**src/rtl/serializer_scheduler.sv**
```systemverilog
// serializer_scheduler: round-robin word scheduler that feeds a shared serializer, inserting idle words when no requester is active
module serializer_scheduler #(
    parameter int                 CANT_BITS = 10,
    parameter int                 NUM_REQ   = 4,
    parameter int                 N_SYNC    = 2,
    parameter logic [CANT_BITS-1:0] IDLE_WORD = 10'b0011111010
) (
    input  logic                         clk,
    input  logic                         rst,
    input  logic                         enb,
    input  logic [NUM_REQ-1:0]           req,
    input  logic [NUM_REQ*CANT_BITS-1:0] datos,
    output logic [NUM_REQ-1:0]           ack,
    output logic [CANT_BITS-1:0]         palabra,
    output logic                         inicio_trama,
    output logic [$clog2(NUM_REQ)-1:0]   canal,
    output logic                         ocupado
);
    localparam int CW = $clog2(CANT_BITS);
    localparam int PW = $clog2(NUM_REQ);
    localparam int SW = $clog2(N_SYNC + 1);

    typedef enum logic [1:0] {INICIO, ESPERA, TRANSMITE} state_t;

    state_t          r_state, w_nstate;
    logic [CW-1:0]   r_cnt;
    logic [PW-1:0]   r_ptr, w_win, w_idx;
    logic [SW-1:0]   r_sync, w_nsync;
    logic            w_bnd, w_found, w_grant;

    assign w_bnd = enb && (r_cnt == '0);

    // Rotating priority search starting at the round-robin pointer
    always_comb begin
        w_found = 1'b0;
        w_win   = '0;
        w_idx   = '0;
        for (int k = 0; k < NUM_REQ; k++) begin
            w_idx = PW'((int'(r_ptr) + k) % NUM_REQ);
            if (!w_found && req[w_idx]) begin
                w_found = 1'b1;
                w_win   = w_idx;
            end
        end
    end

    always_comb begin
        w_nstate = r_state;
        w_nsync  = r_sync;
        w_grant  = 1'b0;
        if (w_bnd) begin
            case (r_state)
                INICIO: begin
                    w_nsync  = r_sync + 1'b1;
                    w_nstate = (w_nsync == SW'(N_SYNC)) ? ESPERA : INICIO;
                end
                ESPERA: begin
                    w_grant  = w_found;
                    w_nstate = w_found ? TRANSMITE : ESPERA;
                end
                TRANSMITE: begin
                    w_grant  = w_found;
                    w_nstate = w_found ? TRANSMITE : ESPERA;
                end
                default: w_nstate = INICIO;
            endcase
        end
    end

    always_ff @(posedge clk) begin
        if (rst) begin
            r_state      <= INICIO;
            r_cnt        <= '0;
            r_ptr        <= '0;
            r_sync       <= '0;
            palabra      <= IDLE_WORD;
            canal        <= '0;
            ack          <= '0;
            inicio_trama <= 1'b0;
            ocupado      <= 1'b0;
        end else begin
            ack          <= '0;
            inicio_trama <= 1'b0;
            if (enb) begin
                r_cnt   <= (r_cnt == '0) ? CW'(CANT_BITS - 1) : r_cnt - 1'b1;
                r_state <= w_nstate;
                r_sync  <= w_nsync;
                ocupado <= (w_nstate == TRANSMITE);
                if (w_bnd) begin
                    inicio_trama <= 1'b1;
                    palabra      <= w_grant ? datos[w_win*CANT_BITS +: CANT_BITS] : IDLE_WORD;
                    canal        <= w_grant ? w_win : '0;
                    ack          <= w_grant ? (NUM_REQ'(1) << w_win) : '0;
                    r_ptr        <= w_grant ? ((w_win == PW'(NUM_REQ - 1)) ? '0 : w_win + 1'b1) : r_ptr;
                end
            end
        end
    end
endmodule

```
**config.mk**
```make
export PLATFORM = sky130hd
export DESIGN_NAME = serializer_scheduler
export DESIGN_NICKNAME = d
export VERILOG_FILES = /design/src/rtl/serializer_scheduler.sv
export SDC_FILE = /design/constraint.sdc
export NUM_CORES = 1
export LEC_CHECK = 0
export ABC_AREA = 1
export CORE_ASPECT_RATIO = 1.5
export CORE_MARGIN = 2
export CORE_UTILIZATION = 45
export CTS_CLUSTER_DIAMETER = 50
export DETAILED_ROUTE_END_ITERATION = 7
export PLACE_DENSITY = 0.8
export SETUP_SLACK_MARGIN = 0.02
export SLEW_MARGIN = 5
export SYNTH_ARGS = -nofsm -noshare
export SYNTH_HDL_FRONTEND = slang
export SYNTH_SLANG_ARGS = --single-unit
```
**constraint.sdc**
```tcl
create_clock -name clk -period 2.2 [get_ports clk]
set_input_delay 0.44 -clock clk [delete_from_list [all_inputs] [get_ports clk]]
set_output_delay 0.44 -clock clk [all_outputs]
set_load 0.02 [all_outputs]
```
; Word-level counts from Yosys, hierarchy flattened
; Index checks and enable logic that the tools add are counted.
[op_classes]
shift = 2
div = 0
add_sub_neg = 6
eq_ne = 5
n_bitwise = 3
order_cmp = 4
n_reduce_logical = 15
n_mux = 27
mul = 1
[ops]
columns = op, count
row1 = $shiftx 40x7->10, 1
row2 = $mux 2, 8
row3 = $lt 2x3->1 const B, 4
row4 = $mux 1, 12
row5 = $mux 10, 1
row6 = $bmux 1 s2, 4
row7 = $eq 2x2->1 const B, 4
row8 = $add 2x1->2 const B, 3
row9 = $reduce_and 3->1, 2
row10 = $mul 2x3->5 const B, 1
row11 = $add 2x2->2 const B, 2
row12 = $logic_and 1x1->1, 4
row13 = $logic_not 4->1, 1
row14 = $mux 4, 1
row15 = $pmux 2 s2, 1
row16 = $reduce_or 2->1, 2
row17 = $reduce_or 4->1, 1
row18 = $shl 1x2->4 const A, 1
row19 = $sub 4x1->4 const B, 1
row20 = $logic_not 1->1, 3
row21 = $not 1->1, 3
row22 = $eq 2x1->1 const B, 1
row23 = $logic_not 2->1, 1
row24 = $reduce_and 2->1, 1
[word_totals]
ff_bits = 28
mem_bits_ro = 0
latchBits = 0
ramBits = 0
memories = 0
elab_cells = 72
inputBits = 47

; Longest topological paths before layout
; Gate-level depths: netlist of run 1.
[logic_depth]
depth_word = 16
mapped_depth = 15
ltp_nobuf = 14

; Least setup slack after synthesis of run 1
; No wires, ideal clock.
[synth_timing]
path_kind = input port to flip-flop
from = input port enb
to = register palabra[1]
path_stages = 11
arrival_ns = 1.617
path_buffers = 1
path_slack_ns = 0.469
required_time_ns = 2.087
path_cell_list = inv_2 > or2_1 > nor2_2 > nand2_1 > nor2_1 > nand2_2 > nor2_4 > buf_6 > nand2_1 > nor2_1 > nor2_1
[synth_between]
elab_chain_cells = 3
word_cells_on_any_way = 4
cone_classes = mux: 2 / reduce/logical: 2
[synth_lines]
columns = element, line
row1 = start: declaration, 10  ; input logic enb,
row2 = $logic_and 1x1->1, 31  ; assign w_bnd = enb && (r_cnt == '0);
row3 = $mux 1, 51  ; if (w_bnd) begin
row4 = $mux 10, 91  ; palabra <= w_grant ? datos[w_win*CANT_BITS +: CANT_BITS] : IDLE_WORD;
row5 = end signal: assignment, 91
row6 = end: declaration, 14  ; output logic [CANT_BITS-1:0] palabra,
; Parallel ways exist; a longest one is shown, timed or not.
; A chain may end at the register's enable or synchronous reset.

; Worst setup path after layout of run 1
[layout_timing]
from = input port enb
to = register r_ptr[1]
[layout_between]
elab_chain_cells = 3
[layout_lines]
columns = element, line
row1 = $logic_and 1x1->1, 31
row2 = $mux 1, 51
row3 = $reduce_and 3->1 (no line) *, n/a
row4 = end signal: assignment, 94  ; r_ptr <= w_grant ? ((w_win == PW'(NUM_REQ - 1)) ? '0 : w_win + 1'b1) : r_ptr;
row5 = end: declaration, 27  ; logic [PW-1:0] r_ptr, w_win, w_idx;
; Mark *: on every way between the ends. The rest lies on a longest branch, timed or not.

==> results of run 1 <==
through the flow:
step	hold slack (ns)	instances	area, sq um
2_1_floorplan	0.438	281	1820
3_3_place_gp	0.444	397	2590
3_5_place_dp	0.448	397	2590
4_1_cts	0.464	401	2650
5_1_grt	0.476	401	2650
6_report	0.463	401	2650
per-layer routing:
metal | vias to the layer above | share of wire [%] | global-route usage, % | routed length (um)
li1 | 1032 | - | - | -
met1 | 870 | 39 | 21.2 | 1730
met2 | 45 | 54 | 40.6 | 2390
met3 | 7 | 4.5 | 3.31 | 199
met4 | 0 | 1.5 | 6.67 | 66
met5 | - | 0 | 0 | 0
state kept, by name, indices dropped and copies added, names as in the netlist:
register / count
r_cnt: 4
r_ptr: 2
ocupado: 1
canal: 2
r_state: 2
palabra: 10
r_sync: 2
inicio_trama: 1
ack: 4
worst max path at each step:
stage | startpoint | to | slack, ns | depth (start not counted)
3_3_place_gp | req[2] | palabra[8]$_SDFFE_PP0P_ | -0.02 | 14
3_5_place_dp | req[3] | palabra[8]$_SDFFE_PP0P_ | -0.06 | 14
6_report | enb | r_ptr[1]$_SDFFE_PP0P_ | 0.24 | 13
5_1_grt | r_ptr[0]$_SDFFE_PP0P_ | palabra[8]$_SDFFE_PP0P_ | 0.05 | 14
4_1_cts | req[3] | palabra[9]$_SDFFE_PP0P_ | 0.23 | 14
2_1_floorplan | enb | palabra[1]$_SDFFE_PP1P_ | 0.47 | 11
power by group through the flow:
| stage | registers (mW) | logic [mW] | clock network, mW |
|---|---|---|---|
| CTS | 0.557 | 0.841 | 0.320 |
| global placement | 0.568 | 0.823 | 0 |
| floorplan | 0.570 | 0.603 | 0 |
| detailed placement | 0.569 | 0.837 | 0 |
| finish | 0.557 | 0.833 | 0.319 |
| global route | 0.560 | 0.931 | 0.345 |
cell type report:
cell class	count	area, sq um
Timing Repair Buffer	81	806
Fill cell	353	1270
Inverter	39	146
Clock buffer	4	55.1
Sequential cell	28	561
Tap cell	45	56.3
Multi-Input combinational cell	204	1030
cells in the mapped netlist, types with 4 or more instances:
library cell,n,area [sq um]
a21oi_1,15,75.1
nand2_4,5,56.3
o21ai_0,4,20.0
inv_1,35,131
nand3_1,43,215
nand2_1,84,315
nor2_1,23,86.3
inv_2,4,15.0
buf_6,6,67.6
dfxtp_1,28,561
nand2_2,7,43.8
cell usage in the layout, fill, tap and decap left out:
master,count
nand3_4,1
buf_12,3
nor2_2,2
nand3_1,43
nor2_4,1
a21oi_1,15
o21ai_0,4
or2_2,2
nand2_2,7
nor2_1,23
dfxtp_1,28
inv_2,4
nand2_1,84
inv_1,35
buf_4,14
xor2_1,1
nand3b_1,3
nand3_2,3
a21boi_0,1
clkdlybuf4s50_1,64
a31oi_1,1
nor2_8,1
ha_1,3
o21ai_2,1
or2_1,1
nand2_4,5
clkbuf_8,4
nand4_1,2
logic make-up (layout without fill, tap and decap cells):
group / Yosys count / count (layout) / synth area share, %
xor+xnor: 1 / 1 / 0.481
compound gates: 22 / 22 / 6.46
buf+inv: 49 / 124 / 12.9
simple gates: 178 / 178 / 47.3
flops: 28 / 28 / 30.8
fa+ha+maj: 3 / 3 / 2.06
critical path: cells and delay by family:
| family | cells | cell delay [ns] |
|---|---|---|
| buf+inv | 4 | 0.72 |
| simple gates | 8 | 0.89 |
| compound gates | 1 | 0.12 |
==> summary.md, run 1 <==
| Metric | Value |
|---|---|
| Sw Share | `38.9%` |
| WL final | `4.39 mm` |
| Slew margin rel. | `82.5%` |
| Sink Count | `28` |
| CP endpoint kind | `flip-flop` |
| Max Buffers Root-to-Sink | `2` |
| Final WS setup | `0.244 ns` |
| Fin. max-slew vios | `0` |
| Area Overhead vs Synth | `45.5%` |
| Fraction of layout cells with a size suffix above 1 | `13.5%` |
| Worst EP arrival | `2.17 ns` |
| Mapped cell area | `1820 sq um` |
| Post-Route Skew | `0.00457 ns` |
| Syn_area_per_cell | `6.48 sq um` |
| Vias | `1954` |
| Final RePlAce weighted congestion | `0.808` |
| #FFs+latches synth | `28` |
| Crit Path Category | `in -> reg` |
| Hold Path Class | `reg -> reg` |
| Clk slew on worst S/H paths | `0.09 ns` |
| Leakage | `1.26 nW` |
| Number of global-route vias before repair | `1824` |
| Initial antenna violation count | `0` |
| Slowest-stage cell, CP | `clkdlybuf4s50_1` |
| Total gr overflow | `0` |
| Hold EP | `canal[1]$_SDFFE_PP0P_` |
| Count of different cell masters after synthesis | `28` |
| CTS buffer count | `3` |
| Ant. Diodes | `0` |
| EDFF count, synth | `0` |
| First-pass GRT wire length | `7.49 mm` |
| Worst slew pin tran | `0.262 ns` |
| Clock Tree Root | `clkbuf_8` |
| Setup bufs post-CTS | `0` |
| Die Height | `81.9 um` |
| Cell mode on critical path | `nand2_1` |
| Hold_buf cts | `0` |
| Place WS | `-0.0605 ns` |
| Post-synthesis sequential area ratio | `30.8%` |
| Status | `completed` |
| Count of final hold-check violations | `0` |
| Reg-to-reg critical path endpoint | `palabra[9]$_SDFFE_PP0P_` |
| Final net count | `407` |
| TritonCTS clock tree | `done` |
| Worst reg2reg path depth | `13` |
| Maximum VDD drop | `0.437 mV` |
| Worst min-delay path startpoint | `canal[1]$_SDFFE_PP0P_` |
| Fmax | `0.511 GHz` |
| Worst Hold Depth | `2` |
| Overall power | `1.71 mW` |
| Logic pwr share | `48.8%` |
| DR vias/cell | `4.87` |
| Core area | `3920 sq um` |
| Number of max-cap violations | `0` |
| R2R Setup Slk | `0.30 ns` |
| Crit Path Max Fanout | `3` |
| P per Cell Area | `645 nW/um^2` |
| Largest stage delay, worst path | `0.47 ns` |
| Clock power share | `18.7%` |
| Warnings, synthesis | `0` |
| CP Cell Sequence | `clkdlybuf4s50_1, inv_2, or2_1, nor2_2, nand2_1, nor2_1, nand2_2, buf_4, inv_1, nand2_1, nand2_1, nand2_1, a21oi_1` |
| Wire length per cell | `10.9 um` |
| Unrepaired setup endpoints after global routing | `false` |
| Worst EP required | `2.41 ns` |
| I/O Pins | `65` |
| Worst r2r src | `r_ptr[0]$_SDFFE_PP0P_` |
| Worst-Skew Late Latency | `0.27 ns` |
| TritonRoute pass-1 iters | `4` |
| Starting density of the core | `46.4%` |
| Final setup TNS | `0 ns` |
| Die area | `4580 sq um` |
| Seq pwr share | `32.6%` |
| Total track usage | `20.2%` |
| Post-synthesis cell count | `281` |
| Chip width | `56.0 um` |
| Post-DP HPWL | `3.52 mm` |
| Synth Flop Type | `dfxtp_1` |
| Cell internal pwr | `1.04 mW` |
| Crit share post-route | `88.9%` |
| H-tree Lvls | `1` |
| Row cnt | `28` |
| Asr flop ratio synth | `0%` |
| DR DRC count | `0` |
| Port Buffers | `64` |
| Mapped Nets | `331` |
| First DRT Iteration DRCs | `50` |
| Layout Utilization | `67.5%` |
| Final setup viols | `0` |
| Post-cts sizing count | `0` |
| Post-route minimum period | `1.96 ns` |
| Antenna Violating Nets Remaining | `0` |
| Largest net degree at the start of global routing | `21` |
| NetSw | `665 uW` |
| CP Launch Type | `input port` |
No activity file was read; power rests on OpenSTA's default activity.
==> run 2: changes to the inputs <==
--- a/config.mk
+++ b/config.mk
@@ -7,10 +7,10 @@
 export LEC_CHECK = 0
 export ABC_AREA = 1
 export CORE_ASPECT_RATIO = 1.5
-export CORE_MARGIN = 2
 export CORE_UTILIZATION = 45
 export CTS_CLUSTER_DIAMETER = 50
 export DETAILED_ROUTE_END_ITERATION = 7
+export HOLD_SLACK_MARGIN = 0.05
 export PLACE_DENSITY = 0.8
 export SETUP_SLACK_MARGIN = 0.02
 export SLEW_MARGIN = 5
==> run 2 against run 1 <==
Maximum frequency down 2.8%. Critical path depth unchanged. Register-to-register slack worse by 0.02 ns. Critical path type unchanged.
==> summary.md, run 2 (synthesis gave the netlist of run 1 again) <==
| Metric | Value |
|---|---|
| Number of global-route vias before repair | `1910 (+4.7%)` |
| Final std cells w/o fill | `402 (+0.25%)` |
| Crit share post-route | `91.5% (+2.6 points)` |
| Cells after DPL | `398 (+0.25%)` |
| Overall power | `1.79 mW (+5.0%)` |
| Top reg by flops | `palabra` |
| Clock power share | `22.4% (+3.7 points)` |
| Count of final hold-check violations | `0 (unchanged)` |
| First-pass GRT wire length | `7.47 mm (-0.37%)` |
| NetSw | `660 uW (-0.76%)` |
| TritonRoute pass-1 iters | `4 (unchanged)` |
| Starting density of the core | `46.4% (unchanged)` |
| Fin. max-slew vios | `0 (unchanged)` |
| Cell internal pwr | `1.14 mW (+8.7%)` |
| Sw Share | `36.8% (-2.1 points)` |
| Fmax | `0.497 GHz (-2.8%)` |
| Post-route cell area | `2650 sq um (unchanged)` |
| WL final | `4.41 mm (+0.59%)` |
| Final net count | `408 (+0.25%)` |
| Crit Path Max Fanout | `3 (unchanged)` |
| Initial antenna violation count | `0 (unchanged)` |
| Chip width | `54.0 um (-3.6%)` |
| Number of max-cap violations | `0 (unchanged)` |
| Worst slew pin tran | `0.278 ns (+0.0158 ns)` |
| Cell Area, Placed | `2580 sq um (-0.68%)` |
| H-tree Lvls | `1 (unchanged)` |
| I/O Pins | `65 (unchanged)` |
| Core area | `3920 sq um (unchanged)` |
| Vias | `1982 (+1.4%)` |
| DR DRC count | `0 (unchanged)` |
| TritonCTS clock tree | `done` |
| Clk slew on worst S/H paths | `0.10 ns (about the same)` |
| Antenna Violating Nets Remaining | `0 (unchanged)` |
| Row cnt | `28 (unchanged)` |
| Worst EP arrival | `2.22 ns (+0.05 ns)` |
| Number of flip-flops in the largest register | `10 (unchanged)` |
| Unrepaired setup endpoints after global routing | `false` |
| P per Cell Area | `677 nW/um^2 (+5.0%)` |
| Post-route minimum period | `2.01 ns (+0.0566 ns)` |
| First DRT Iteration DRCs | `48 (-4.0%)` |
| Largest net degree at the start of global routing | `25 (+19%)` |
| Leakage | `1.26 nW (about the same)` |
| DR vias/cell | `4.93 (+1.2%)` |
| Total track usage | `22.8% (+2.6 points)` |
| Final RePlAce weighted congestion | `0.822 (+1.8%)` |
| Final setup TNS | `0 ns (unchanged)` |
| CP Launch Type | `input port` |
| Total gr overflow | `0 (unchanged)` |
| Maximum VDD drop | `0.627 mV (+43%)` |
| Worst EP required | `2.40 ns (about the same)` |
| Commonest cells after routing, fill and taps aside | `nand2_1 (84), clkdlybuf4s50_1 (64), nand3_1 (43)` |
| Hold_ws | `0.467 ns (+0.00415 ns)` |
| Die area | `4310 sq um (-5.9%)` |
| Max Buffers Root-to-Sink | `2 (unchanged)` |
| CTS buffer count | `3 (unchanged)` |
| Commonest non-fill, non-tap cell in the layout | `nand2_1` |
| Wire length per cell | `11.0 um (+0.34%)` |
| Hold Path Class | `reg -> reg` |
| Crit Path Category | `in -> reg` |
| Status | `completed` |
| Area Overhead vs Synth | `45.5% (unchanged)` |
| CP endpoint kind | `flip-flop` |
| Clock Tree Root | `clkbuf_8` |
| Ant. Diodes | `0 (unchanged)` |
| Final WS setup | `0.187 ns (-0.0566 ns)` |
| Post-Route Skew | `0.00283 ns (-0.00174 ns)` |
| Seq pwr share | `31.0% (-1.6 points)` |
| Setup bufs post-CTS | `0 (unchanged)` |
| Largest registers | `palabra x10, ack x4, r_cnt x4` |
| Layout Utilization | `67.5% (unchanged)` |
| Place WS | `-0.0308 ns (+0.0297 ns)` |
| Sink Count | `28 (unchanged)` |
| Final setup viols | `0 (unchanged)` |
| Slew margin rel. | `81.4% (-1.1 points)` |
| Worst-Skew Late Latency | `0.27 ns (about the same)` |
| Post-DP HPWL | `3.52 mm (about the same)` |
| Logic pwr share | `46.5% (-2.3 points)` |
| Fraction of layout cells with a size suffix above 1 | `14.0% (+0.52 points)` |
| Port Buffers | `64 (unchanged)` |
| Die Height | `79.9 um (-2.4%)` |
==> run 2: layout make-up <==
type	instances	area (sq um)
Inverter	39	146
Sequential cell	28	562
Tap cell	45	56.3
Fill cell	359	1270
Timing Repair Buffer	82	788
Clock buffer	3	41.3
Multi-Input combinational cell	204	1030
Clock inverter	1	30.0
==> run 2: critical path, stage by stage <==
cell and delay, ns:
clkdlybuf4s50_1 0.47, inv_2 0.04, or2_1 0.23, nor2_2 0.12
nand2_1 0.09, nor2_1 0.16, nand2_2 0.10, buf_4 0.15
inv_1 0.08, nand2_1 0.08, nand2_1 0.09, nand2_1 0.05
a21oi_1 0.13
==> run 2: what timing repair did <==
item                       in CTS  in global routing
hold buffers                    0                  0
resized for setup               0                  1
setup endpoints to repair       0                  3
==> run 2: path summary, 6_finish.rpt <==
path | startpoint | end | slack [ns] | cells past startpoint
setup / recovery | enb | r_ptr[1]$_SDFFE_PP0P_ | 0.19 | 13
hold / removal | palabra[2]$_SDFFE_PP0P_ | palabra[2]$_SDFFE_PP0P_ | 0.47 | 2
setup reg to reg | r_ptr[0]$_SDFFE_PP0P_ | r_ptr[1]$_SDFFE_PP0P_ | 0.28 | 13
hold reg to reg | palabra[2]$_SDFFE_PP0P_ | palabra[2]$_SDFFE_PP0P_ | 0.47 | 2
==> run 2: power by group through the flow <==
stage | Clock, mW | Combinational, mW | Sequential, mW
2_1_floorplan | 0 | 0.603 | 0.570
3_5_place_dp | 0 | 0.834 | 0.569
4_1_cts | 0.410 | 0.838 | 0.557
6_report | 0.402 | 0.835 | 0.557
5_1_grt | 0.432 | 0.933 | 0.562
3_3_place_gp | 0 | 0.819 | 0.568
==> run 2: per-layer routing <==
layer | share of wire (%) | track usage (%) | vias to the layer above
met1 | 40 | 22.4 | 901
met2 | 55 | 44.6 | 43
met4 | 2.4 | 8.42 | 0
met5 | 0 | 0 | -
met3 | 3.0 | 3.24 | 10
li1 | - | - | 1028
==> RTL change 1, RTL diff (flow settings as in run 1) <==
Change the parameter `NUM_REQ` from 4 to 2.
--- a/src/rtl/serializer_scheduler.sv
+++ b/src/rtl/serializer_scheduler.sv
@@ -3,3 +3,3 @@
     parameter int                 CANT_BITS = 10,
-    parameter int                 NUM_REQ   = 4,
+    parameter int                 NUM_REQ   = 2,
     parameter int                 N_SYNC    = 2,
Ports: changed (resized ack, canal, datos and req); port bits go from 65 to 40. No check against the original RTL was run, so the function may have changed too.
==> RTL change 1 against run 1 <==
Clock skew fell by 0.0032 ns. Synthesized cell count fell by 47%. Setup slack gained 0.24 ns. Largest power group is now registers. Sequential power decreased by 16%. Area after synthesis shrank 40%. Total power shrank 50%. Sequential cell count decreased by 4. Final cell count decreased by 47%. Routed wire length is 45% lower. Cell area decreased by 42%.
==> RTL change 1: results (changes against run 1) <==
* Post-synthesis cell type count at 23 (was 28)
* WL/cell at 11.4 um (was 10.9 um)
* Status: finished clean (unchanged)
* Inserted Diodes at 0 (unchanged)
* Post-CTS setup buffers at 0 (unchanged)
* CTS buffer count at 3 (unchanged)
* Share of layout cells above drive strength 1 at 11.1% (was 13.5%)
* Worst Clk Skew at 0.00138 ns (was 0.00457 ns)
* Initial antenna violation count at 0 (unchanged)
* DP HPWL at 1980 um (was 3520 um)
* Largest net degree at the start of global routing at 14 (was 21)
* GRT Total Usage at 19.7% (was 20.2%)
* Max IR drop VDD at 0.336 mV (was 0.437 mV)
* Synth cell count leaders: 48 x nand2_1, 24 x dfxtp_1, 21 x nor2_1, 11 x inv_1, 9 x a21oi_1 (was 84 x nand2_1, 43 x nand3_1, 35 x inv_1, 28 x dfxtp_1, 23 x nor2_1)
* Post-Route M1 WL at 963 um (was 1730 um)
* Critical path arrival at 1.27 ns (was 2.17 ns)
* Buffers on Ports at 39 (was 64)
* Switching part of the total power at 27.8% (was 38.9%)
* Largest stage delay on the critical path at 0.61 ns (was 0.47 ns)
* Number of DRC markers in iteration 0 at 19 (was 50)
* CP Max Fanout at 2 (was 3)
* Root Buffer: clkbuf_4 (was clkbuf_8)
* First-pass GRT wire length at 4280 um (was 7490 um)
* Clk buf depth at 2 (unchanged)
* Met2 usage in global routing at 34.9% (was 40.6%)
* Met3 Use GR at 2.79% (was 3.31%)
* Fillers at 192 (was 353)
* Top flop regs: palabra (10), r_cnt (4) (was palabra (10), ack (4), r_cnt (4))
* Met2 wire length at 1260 um (was 2390 um)
* Layout Nets at 219 (was 407)
* Leak at 0.636 nW (was 1.26 nW)
* Vias in the first global route at 1063 (was 1824)
* Seq/Total Area, Yosys at 43.8% (was 30.8%)
* Uppermost layer routed: met4 (unchanged)
* Vias post-DR at 1052 (was 1954)
* Top cells by area, synth: dfxtp_1 44%, nand2_1 16%, nor2_1 7.2% (was dfxtp_1 31%, nand2_1 17%, nand3_1 12%)
* Met3 wire length at 107 um (was 199 um)
* Worst Tran Pin Value at 0.339 ns (was 0.262 ns)
* Critical path's top delay family: buffers and inverters (was simple AND/OR/NAND/NOR gates)
* Routing usage on met1 at 21.3% (was 21.2%)
* RePlAce Congestion at 0.770 (was 0.808)
* Mapped Nets at 177 (was 331)
* Post-Place Setup Slack at 0.365 ns (was -0.0605 ns)
* Grt total ovfl at 0 (unchanged)
* Clock transition at path regs at 0.12 ns (was 0.09 ns)
* Clock Latency Late Sink at 0.31 ns (was 0.27 ns)
* Post-CTS sizing at 0 (unchanged)
* Slowest stage cell, crit path: clkdlybuf4s50_1 (unchanged)
[RTL change 1: cell count changes after synthesis, sizes merged, moves of 2 or more]
| cell | change |
|---|---|
| nor2 | -5 |
| dfxtp | -4 |
| buf | -4 |
| nand3b | -3 |
| nand3 | -44 |
| nand4 | -2 |
| o21ai | +9 |
| inv | -27 |
| clkinv | +2 |
| a21oi | -2 |
| nand2 | -47 |
| or2 | -3 |
[RTL change 1: cell families (layout without fill, tap and decap cells)]
family | count (synthesis) | in the layout | share of synthesized area, %
flip-flops | 24 | 24 | 43.8
XOR/XNOR | 1 | 1 | 0.799
adder cells (fa/ha/maj) | 3 | 3 | 3.43
buffers and inverters | 19 | 59 | 8.10
AND/OR/NAND/NOR | 75 | 75 | 28.4
AO/OA/AOI/OAI | 27 | 27 | 15.4
[RTL change 1: area by class of cell]
cell class	count	share of cell area [%]
repair buffers	42	27.0
clock buffers	3	1.47
flip-flops and latches	24	31.4
inverters	14	3.69
well taps	23	1.88
multi-input cells	106	34.5
[RTL change 1: power groups by stage]
stage	combinational (mW)	sequential (mW)	clock (mW)
3_5_place_dp	0.200	0.479	0
3_3_place_gp	0.195	0.478	0
2_1_floorplan	0.114	0.485	0
4_1_cts	0.201	0.470	0.189
5_1_grt	0.224	0.473	0.212
6_report	0.199	0.469	0.183
[RTL change 1: path summary, 6_finish.rpt]
check	endpoint	cells past startpoint	from	slack, ns
worst max-delay path	palabra[1]	1	palabra[1]	0.49
worst min-delay path	ocupado	2	ocupado	0.48
worst max register to register	r_ptr	9	r_state[1]	0.68
worst min register to register	ocupado	2	ocupado	0.48
[RTL change 1: per-stage QoR]
step	cells	area, sq um	hold WS, ns
floorplan	149	1100	0.426
global placement	209	1510	0.452
detailed placement	209	1510	0.457
CTS	212	1530	0.488
global route	212	1530	0.515
finish	212	1530	0.485
==> RTL change 2, RTL diff (flow settings as in run 1) <==
Without the edit above. Re-encode `state_t` (3 states) as one-hot, 3 bits wide.
--- a/src/rtl/serializer_scheduler.sv
+++ b/src/rtl/serializer_scheduler.sv
@@ -22,3 +22,3 @@
 
-    typedef enum logic [1:0] {INICIO, ESPERA, TRANSMITE} state_t;
+    typedef enum logic [2:0] {INICIO = 3'b001, ESPERA = 3'b010, TRANSMITE = 3'b100} state_t;
 
Behaviour: same outputs for any inputs over 4 cycles, from zero or initial values and one cycle with rst high; so few cycles prove little.
==> RTL change 2 against run 1 <==
Area after synthesis increased by 4.5%. Sequential cell count increased by 1. Register-to-register slack got worse by 0.09 ns. Cell area increased by 3.7%. Routed wire length increased by 7.2%. Non-clock buffer count decreased by 1. Setup slack got worse by 0.036 ns. Critical path depth increased by 1. Critical path type is now register to register.
Power is not compared: it rests on default switching activity, and its combinational part moved more than twofold at a synthesized area within 25%.
==> RTL change 2: results (changes against run 1) <==
* Buffers on Ports at 64 (unchanged)
* Clock transition at path regs at 0.07 ns (was 0.09 ns)
* Die Wd at 57.1 um (was 56.0 um)
* Sequential portion of the cell area at 21.1% (was 21.2%)
* Clk pwr at 0.429 mW
* # clock sinks at 29 (was 28)
* Worst reg2reg path depth at 14 (was 13)
* Multi-input gate area at 1030 sq um (about the same)
* Total Wirelength at 4700 um (was 4390 um)
* Status: finished clean (unchanged)
* Number of DRC markers in iteration 0 at 72 (was 50)
* CTS H-tree depth at 2 (was 1)
* Final clock-cell share at 3.14% (was 2.08%)
* DP HPWL at 3720 um (was 3520 um)
* Fillers at 386 (was 353)
* Post-Place Setup Slack at -0.0532 ns (was -0.0605 ns)
* Worst Clk Skew at 0.00549 ns (was 0.00457 ns)
* Area post-placement at 2660 sq um (was 2590 sq um)
* Reg area at 581 sq um (was 561 sq um)
* Final min period at 1.99 ns (was 1.96 ns)
* Seq/Total Area, Yosys at 30.5% (was 30.8%)
* RePlAce Congestion at 0.812 (was 0.808)
* Vias post-DR at 2065 (was 1954)
* Mapped Nets at 346 (was 331)
* Comb_multi_in at 201 (was 204)
* CLK BUF at 5 (was 4)
* Synth cell count leaders: 89 x nand2_1, 49 x inv_1, 35 x nand3_1, 29 x dfxtp_1, 13 x nand4_1 (was 84 x nand2_1, 43 x nand3_1, 35 x inv_1, 28 x dfxtp_1, 23 x nor2_1)
* Non-clock inverters at 56 (was 39)
* CP Max Fanout at 10 (was 3)
* Syn_area_per_cell at 6.41 sq um (was 6.48 sq um)
* Worst R2R Setup Slack at 0.21 ns (was 0.30 ns)
* First-pass GRT wire length at 8110 um (was 7490 um)
* Largest net degree at the start of global routing at 25 (was 21)
* Met3 wire length at 176 um (was 199 um)
* Placed cells at 412 (was 397)
* Post-synthesis cell type count at 26 (was 28)
* Nonclk buf count at 80 (was 81)
* Hold slack at 0.455 ns (was 0.463 ns)
* Buffering overhead at 28.6% (was 30.4%)
* Post-Route M1 WL at 1860 um (was 1730 um)
* Met2 wire length at 2510 um (was 2390 um)
-- RTL change 2: critical path: stages, from the launching register on --
cell and delay, ns:
dfxtp_1 0.50, inv_2 0.15, nand2_1 0.08, nand2_1 0.12
nand2_2 0.12, nand2_4 0.06, nor2_8 0.11, nand3_4 0.11
nand3_4 0.11, inv_2 0.04, buf_4 0.17, nand2_1 0.07
nand3_1 0.08, nand3_1 0.10, nand2_1 0.06
-- RTL change 2: worst paths after layout --
path,endpoint,startpoint
hold / removal,canal[1],canal[1]
hold reg to reg,canal[1],canal[1]
setup / recovery,palabra[9],r_ptr[0]
setup reg to reg,palabra[9],r_ptr[0]
-- RTL change 2: cells by family (layout without fill, tap and decap cells) --
group	count (synthesis)	after routing	share of synthesized area, %
fa+ha+maj	2	2	1.31
flops	29	29	30.5
simple gates	179	179	47.0
compound gates	20	20	5.65
buf+inv	67	144	15.5
-- RTL change 2: routing by layer --
layer,vias up,global-route usage [%]
met4,0,12.7
met2,53,38.7
met1,918,21.4
li1,1080,-
met5,-,0
met3,14,3.41
